`config.mk`:
```
export PLATFORM = sky130hd
export DESIGN_NAME = product_accumulator_flat
export DESIGN_NICKNAME = d
export VERILOG_FILES = /design/src/rtl/product_accumulator_if.sv /design/src/rtl/product_accumulator.sv /design/src/flat_wrapper.sv
export SDC_FILE = /design/constraint.sdc
export NUM_CORES = 1
export LEC_CHECK = 0
export CORE_ASPECT_RATIO = 1.25
export CORE_MARGIN = 2
export CORE_UTILIZATION = 50
export DETAILED_ROUTE_END_ITERATION = 10
export PLACE_DENSITY_LB_ADDON = 0.2
export SYNTH_ARGS = -nofsm -noshare
export SYNTH_HDL_FRONTEND = slang
export SYNTH_SLANG_ARGS = --single-unit
```
`constraint.sdc`:
```
create_clock -name clk -period 2.5 [get_ports clk]
set_input_delay 0.5 -clock clk [delete_from_list [all_inputs] [get_ports clk]]
set_output_delay 0.5 -clock clk [all_outputs]
set_load 0.02 [all_outputs]
```
`src/rtl/product_accumulator_if.sv`:
```
// Streaming bus between the multiplier output and the product accumulator.
// Carries the input product stream and the output group-result stream.
interface product_accumulator_if #(
   parameter int IN_WIDTH  = 16,
   parameter int ACC_WIDTH = 48,
   parameter int CNT_WIDTH = 3
);
   // Valid/ready on both streams: a beat moves on a rising edge where valid
   // and ready are both high; the source holds valid and its payload stable
   // until that edge, and valid never waits on ready.
   logic                 in_valid;
   logic                 in_ready;
   logic [IN_WIDTH-1:0]  in_data;
   logic                 in_last;
   logic                 out_valid;
   logic                 out_ready;
   logic [ACC_WIDTH-1:0] out_data;
   logic [CNT_WIDTH-1:0] out_count;
   logic                 out_ovf;

   modport master (
      output in_valid, in_data, in_last, out_ready,
      input  in_ready, out_valid, out_data, out_count, out_ovf
   );

   modport slave (
      input  in_valid, in_data, in_last, out_ready,
      output in_ready, out_valid, out_data, out_count, out_ovf
   );
endinterface

```
`src/rtl/product_accumulator.sv`:
```
// Sums groups of up to COUNT unsigned products into an ACC_WIDTH-bit result,
// closing a group after COUNT beats or early on in_last.
module product_accumulator #(
   parameter int IN_WIDTH  = 16,
   parameter int ACC_WIDTH = 48,
   parameter int COUNT     = 4,
   parameter int CNT_WIDTH = $clog2(COUNT + 1)
) (
   input  logic                  clk,
   input  logic                  rst_n,
   product_accumulator_if.slave  bus,
   output logic                  state_o
);

   typedef enum logic {
      ST_ACCUM = 1'b0,
      ST_HOLD  = 1'b1
   } state_t;

   localparam logic [CNT_WIDTH-1:0] COUNT_C = CNT_WIDTH'(COUNT);

   state_t               state_q;
   logic [ACC_WIDTH-1:0] acc_q;
   logic [CNT_WIDTH-1:0] cnt_q;
   logic                 ovf_q;
   logic [ACC_WIDTH-1:0] out_data_q;
   logic [CNT_WIDTH-1:0] out_count_q;
   logic                 out_ovf_q;

   logic                 in_ready;
   logic                 beat;
   logic                 xfer;
   logic                 close;
   logic                 carry;
   logic [ACC_WIDTH-1:0] sum;
   logic [CNT_WIDTH-1:0] cnt_inc;
   logic                 ovf_next;

   // acc/cnt/ovf are zero whenever a group is empty (including all of HOLD),
   // so the same adder serves both the first beat and later beats.
   always_comb begin
      in_ready     = (state_q == ST_ACCUM) ? 1'b1 : bus.out_ready;
      beat         = bus.in_valid & in_ready;
      xfer         = (state_q == ST_HOLD) & bus.out_ready;
      {carry, sum} = {1'b0, acc_q} + (ACC_WIDTH + 1)'(bus.in_data);
      cnt_inc      = cnt_q + 1'b1;
      close        = beat & ((cnt_inc == COUNT_C) | bus.in_last);
      ovf_next     = ovf_q | carry;
   end

   always_ff @(posedge clk or negedge rst_n) begin
      if (!rst_n) begin
         state_q     <= ST_ACCUM;
         acc_q       <= '0;
         cnt_q       <= '0;
         ovf_q       <= 1'b0;
         out_data_q  <= '0;
         out_count_q <= '0;
         out_ovf_q   <= 1'b0;
      end else begin
         case (state_q)
            ST_ACCUM: state_q <= ST_ACCUM;
            ST_HOLD:  if (xfer) state_q <= ST_ACCUM;
            default:  state_q <= ST_ACCUM;
         endcase
         // A beat accepted in HOLD implies a transfer, so it is handled
         // exactly like a beat in ACCUM; a closing beat re-enters HOLD.
         if (beat) begin
            if (close) begin
               out_data_q  <= sum;
               out_count_q <= cnt_inc;
               out_ovf_q   <= ovf_next;
               acc_q       <= '0;
               cnt_q       <= '0;
               ovf_q       <= 1'b0;
               state_q     <= ST_HOLD;
            end else begin
               acc_q <= sum;
               cnt_q <= cnt_inc;
               ovf_q <= ovf_next;
            end
         end
      end
   end

   assign bus.in_ready  = in_ready;
   assign bus.out_valid = (state_q == ST_HOLD);
   assign bus.out_data  = out_data_q;
   assign bus.out_count = out_count_q;
   assign bus.out_ovf   = out_ovf_q;
   assign state_o       = state_q;

endmodule

```
`src/flat_wrapper.sv`:
```
// flat-port wrapper written by rule: the top's interface ports become plain ports
module product_accumulator_flat 
#(
   parameter int IN_WIDTH  = 16,
   parameter int ACC_WIDTH = 48,
   parameter int COUNT     = 4,
   parameter int CNT_WIDTH = $clog2(COUNT + 1)
)
  (clk, rst_n, state_o, bus_in_valid, bus_in_data, bus_in_last, bus_out_ready, bus_in_ready, bus_out_valid, bus_out_data, bus_out_count, bus_out_ovf);
  product_accumulator_if #(.IN_WIDTH(IN_WIDTH), .ACC_WIDTH(ACC_WIDTH), .CNT_WIDTH(CNT_WIDTH)) bus_i ();
  input  logic clk;
  input  logic rst_n;
  output logic state_o;
  input wire logic [$bits(bus_i.in_valid)-1:0] bus_in_valid;
  input wire logic [$bits(bus_i.in_data)-1:0] bus_in_data;
  input wire logic [$bits(bus_i.in_last)-1:0] bus_in_last;
  input wire logic [$bits(bus_i.out_ready)-1:0] bus_out_ready;
  output wire logic [$bits(bus_i.in_ready)-1:0] bus_in_ready;
  output wire logic [$bits(bus_i.out_valid)-1:0] bus_out_valid;
  output wire logic [$bits(bus_i.out_data)-1:0] bus_out_data;
  output wire logic [$bits(bus_i.out_count)-1:0] bus_out_count;
  output wire logic [$bits(bus_i.out_ovf)-1:0] bus_out_ovf;
  assign bus_i.in_valid = bus_in_valid;
  assign bus_i.in_data = bus_in_data;
  assign bus_i.in_last = bus_in_last;
  assign bus_i.out_ready = bus_out_ready;
  assign bus_in_ready = bus_i.in_ready;
  assign bus_out_valid = bus_i.out_valid;
  assign bus_out_data = bus_i.out_data;
  assign bus_out_count = bus_i.out_count;
  assign bus_out_ovf = bus_i.out_ovf;
  product_accumulator #(.IN_WIDTH(IN_WIDTH), .ACC_WIDTH(ACC_WIDTH), .COUNT(COUNT), .CNT_WIDTH(CNT_WIDTH)) u_core (.clk(clk), .rst_n(rst_n), .bus(bus_i), .state_o(state_o));
endmodule
```
==> results.toml <==
[critical_path]
critPathRequiredTime_ns = 2.75
path_class = "reg2reg"
crit_slowest_cell = "dfrtp_1"
critPathMaxFanout = 5
cp_slowest_stage_delay_ns = 0.42
worstSetupStartpointType = "flip-flop"
path_buf_inv = 2
reg2reg_depth = 10
crit_chain = "ha_4 > fa_2 > a21oi_2 > o21ai_2 > buf_4 > a22oi_2 > o221ai_4 > buf_6 > a32oi_2 > a21bo_2"
cp-end-kind = "flip-flop"
cp.depth = 10
crit_family = "compound AO/OA/AOI/OAI gates"
crit_arrival_ns = 2.75

[clock_network]
clock_sinks = 105
cts_tree = "built"
clockBufferDepth = 2
ctsHtreeMaxLevel = 3
cts_made_buffers = 9
root_buffer = "clkbuf_16"
cts.hold.buffers_added = 0
path_clk_slew_ns = 0.07
clk_latency_ns = 0.36

[yosys]
ys_top_cells_by_area = "dfrtp_1, nand2_1, nand3_1"
async_flop_share = 1.00
synth_cells = 729
ys_ff_latch = 105
synth_fp_nets = 769
synth_top_area_frac = 0.418
ys.warnings.count = 0
synth_edf_count = 0
synth_ff_type = "dfrtp_1"
yosysSeqAreaShare = 0.418
ys_types = 60
synthesis.area_sq_um = 6290
synth_top_cell_by_area = "dfrtp_1"
synth.avg_cell_area_sq_um = 8.62

[grt]
grt_use_total = 0.298
grt_max_degree = 51
grt_pass1_wl_microns = 32100
grt-ovfl-total = 0
grt_pass1_vias = 6453
grt_antenna_before_repair = 0

[detailed_routing]
drc_errors = 0
firstDrtPassIters = 5
drt_iter0_drc = 402
detail-route-antenna-nets = 0
via_count = 6536
wl_per_cell_microns = 19.3
drt_wl_total_microns = 20200
via_per_inst = 6.27

[floorplan]
die_area_sq_um = 13500
num_rows = 45
initial_core_util = 0.514
ioPinCount = 76
core_sq_um = 12200
die_height_microns = 129
chipWidth_microns = 104

[place]
dpl_cell_area_sq_um = 7900
dpl.hpwl_microns = 13700
io_buffers = 75
place_congestion = 0.909
placed_cells = 1014

[sta]
tns_ns = 0
max_slew_margin = 0.667
fmax_ghz = 0.401
min_period_ns = 2.49
holdWs_ns = 0.0437
setup_viol = 0
finalClockSkew_ns = 0.0119
final_max_slew_viol_count = 0
finalHoldViolCount = 0
rsz0062_at_grt = "yes"
worst_slew_pin_slew_ns = 0.496
fin_crit_sh = 0.997

[min_path]
hold_class = "in2async"

[finish]
diodes = 0
instances_no_fill = 1043
layout-drive-gt1-share = 0.234
area_delta_synth_final_pct = 39.8
final_area_sq_um = 8790
nets = 914

[power_and_ir_drop]
ir_worst_vdd_mv = 0.609
power_w = 0.00729
p_per_area_nw_per_um2 = 830
static-leakage-power_nw = 3.91

[outcome]
status = "completed"

[job]
max_cap_violations = 0
placed cells by master (no fill, tap or decap), types with 4 or more instances in the layout:
cell type | synthesis | routed
nand2_1 | 122 | 120
dfrtp_1 | 105 | 105
buf_4 | 2 | 104
clkdlybuf4s50_1 | 0 | 59
nand3_1 | 57 | 56
o21ai_0 | 44 | 40
nor2_1 | 37 | 34
or4_1 | 33 | 27
o211ai_1 | 26 | 26
a21oi_1 | 29 | 22
ha_4 | 0 | 15
a21o_1 | 14 | 14
a31oi_1 | 15 | 14
and3_1 | 14 | 12
or3_1 | 14 | 12
nand4_1 | 11 | 11
inv_1 | 11 | 11
clkbuf_16 | 0 | 10
dlymetal6s2s_1 | 0 | 9
xnor2_1 | 8 | 8
nor3_1 | 9 | 8
or4_4 | 2 | 8
and2_1 | 8 | 7
xor2_1 | 7 | 7
a21oi_2 | 0 | 7
a32oi_1 | 8 | 7
o31ai_1 | 7 | 7
buf_12 | 0 | 7
buf_6 | 0 | 6
o311ai_0 | 6 | 5
dlygate4sd2_1 | 0 | 5
a31o_2 | 5 | 4
o41ai_1 | 4 | 4
a32o_1 | 4 | 4
worst paths after layout:
| check | startpoint | to | slack (ns) |
|---|---|---|---|
| setup reg to reg | u_core.acc_q[0] | u_core.acc_q[44] | 0.009 |
| setup / recovery | u_core.acc_q[0] | u_core.acc_q[44] | 0.009 |
| min in group clk | u_core.bus.out_count[1] | u_core.bus.out_count[1] | 0.48 |
| hold / removal | rst_n | u_core.acc_q[45] | 0.04 |
| max in group asynchronous | rst_n | u_core.bus.out_data[19] | 1.81 |
| hold reg to reg | u_core.bus.out_count[1] | u_core.bus.out_count[1] | 0.48 |
per-layer routing:
metal / share of wire / global-route usage / wire [microns]
met2: 0.51 / 0.520 / 10300
met4: 0.047 / 0.185 / 945
met1: 0.39 / 0.354 / 7920
met3: 0.048 / 0.0352 / 967
met5: 0 / 0 / 0
worst reg2reg max path, cell delays in order, from the launching register on:
cell	delay, ns
dfrtp_1	0.42
ha_4	0.18
fa_2	0.34
a21oi_2	0.18
o21ai_2	0.09
buf_4	0.15
a22oi_2	0.25
o221ai_4	0.20
buf_6	0.15
a32oi_2	0.18
a21bo_2	0.25
where the power goes:
part	leakage [nW]	internal (W)	switching [W]
Combinational	2.38	0.00173	0.00179
Sequential	1.39	0.00201	0.000278
Clock	0.144	0.000791	0.000689
Total	3.91	0.00453	0.00276
area by class of cell:
| type | instances | area (sq um) |
|---|---|---|
| clock inverter | 6 | 72.6 |
| inverter | 11 | 41.3 |
| fill | 912 | 3430 |
| multi-input combinational | 555 | 3840 |
| tap | 164 | 205 |
| timing repair buffer | 192 | 1770 |
| sequential | 105 | 2630 |
| clock buffer | 10 | 229 |
cells by family after synthesis:
logic type	share of synthesized area
compound gates	0.211
xor+xnor	0.0209
fa+ha+maj	0.0390
buf+inv	0.0440
flops	0.418
mux	0.00677
simple gates	0.260
flip-flops by register name, indices dropped and copies added, names as in the netlist:
signal,count
u_core.acc_q,48
u_core.bus.out_count,3
u_core.bus.out_data,48
u_core.bus.out_ovf,1
u_core.bus.out_valid,1
u_core.cnt_q,3
u_core.ovf_q,1
synth_stat cells, drive strengths merged (14+ instances only):
library cell	instances
clkbuf	45
nor2	37
nand2	123
a21oi	29
ha	18
or4	35
o211ai	26
a31oi	15
a21o	14
o21ai	45
or3	14
and3	14
dfrtp	105
nand3	57
through the flow:
step | setup slack [ns] | util
6_report | 0.00858 | 0.719
5_1_grt | -0.0766 | 0.719
4_1_cts | -0.0591 | 0.696
3_5_place_dp | -0.709 | 0.647
3_3_place_gp | -0.661 | 0.647
2_1_floorplan | -0.0359 | -
what timing repair did:
action                     in CTS  in global routing
pin swaps                      23                 26
setup endpoints to repair      70                 74
cloned                          1                  1
resized for setup              55                 41
setup buffers                   6                  5
(Power assumes the default switching activity.)
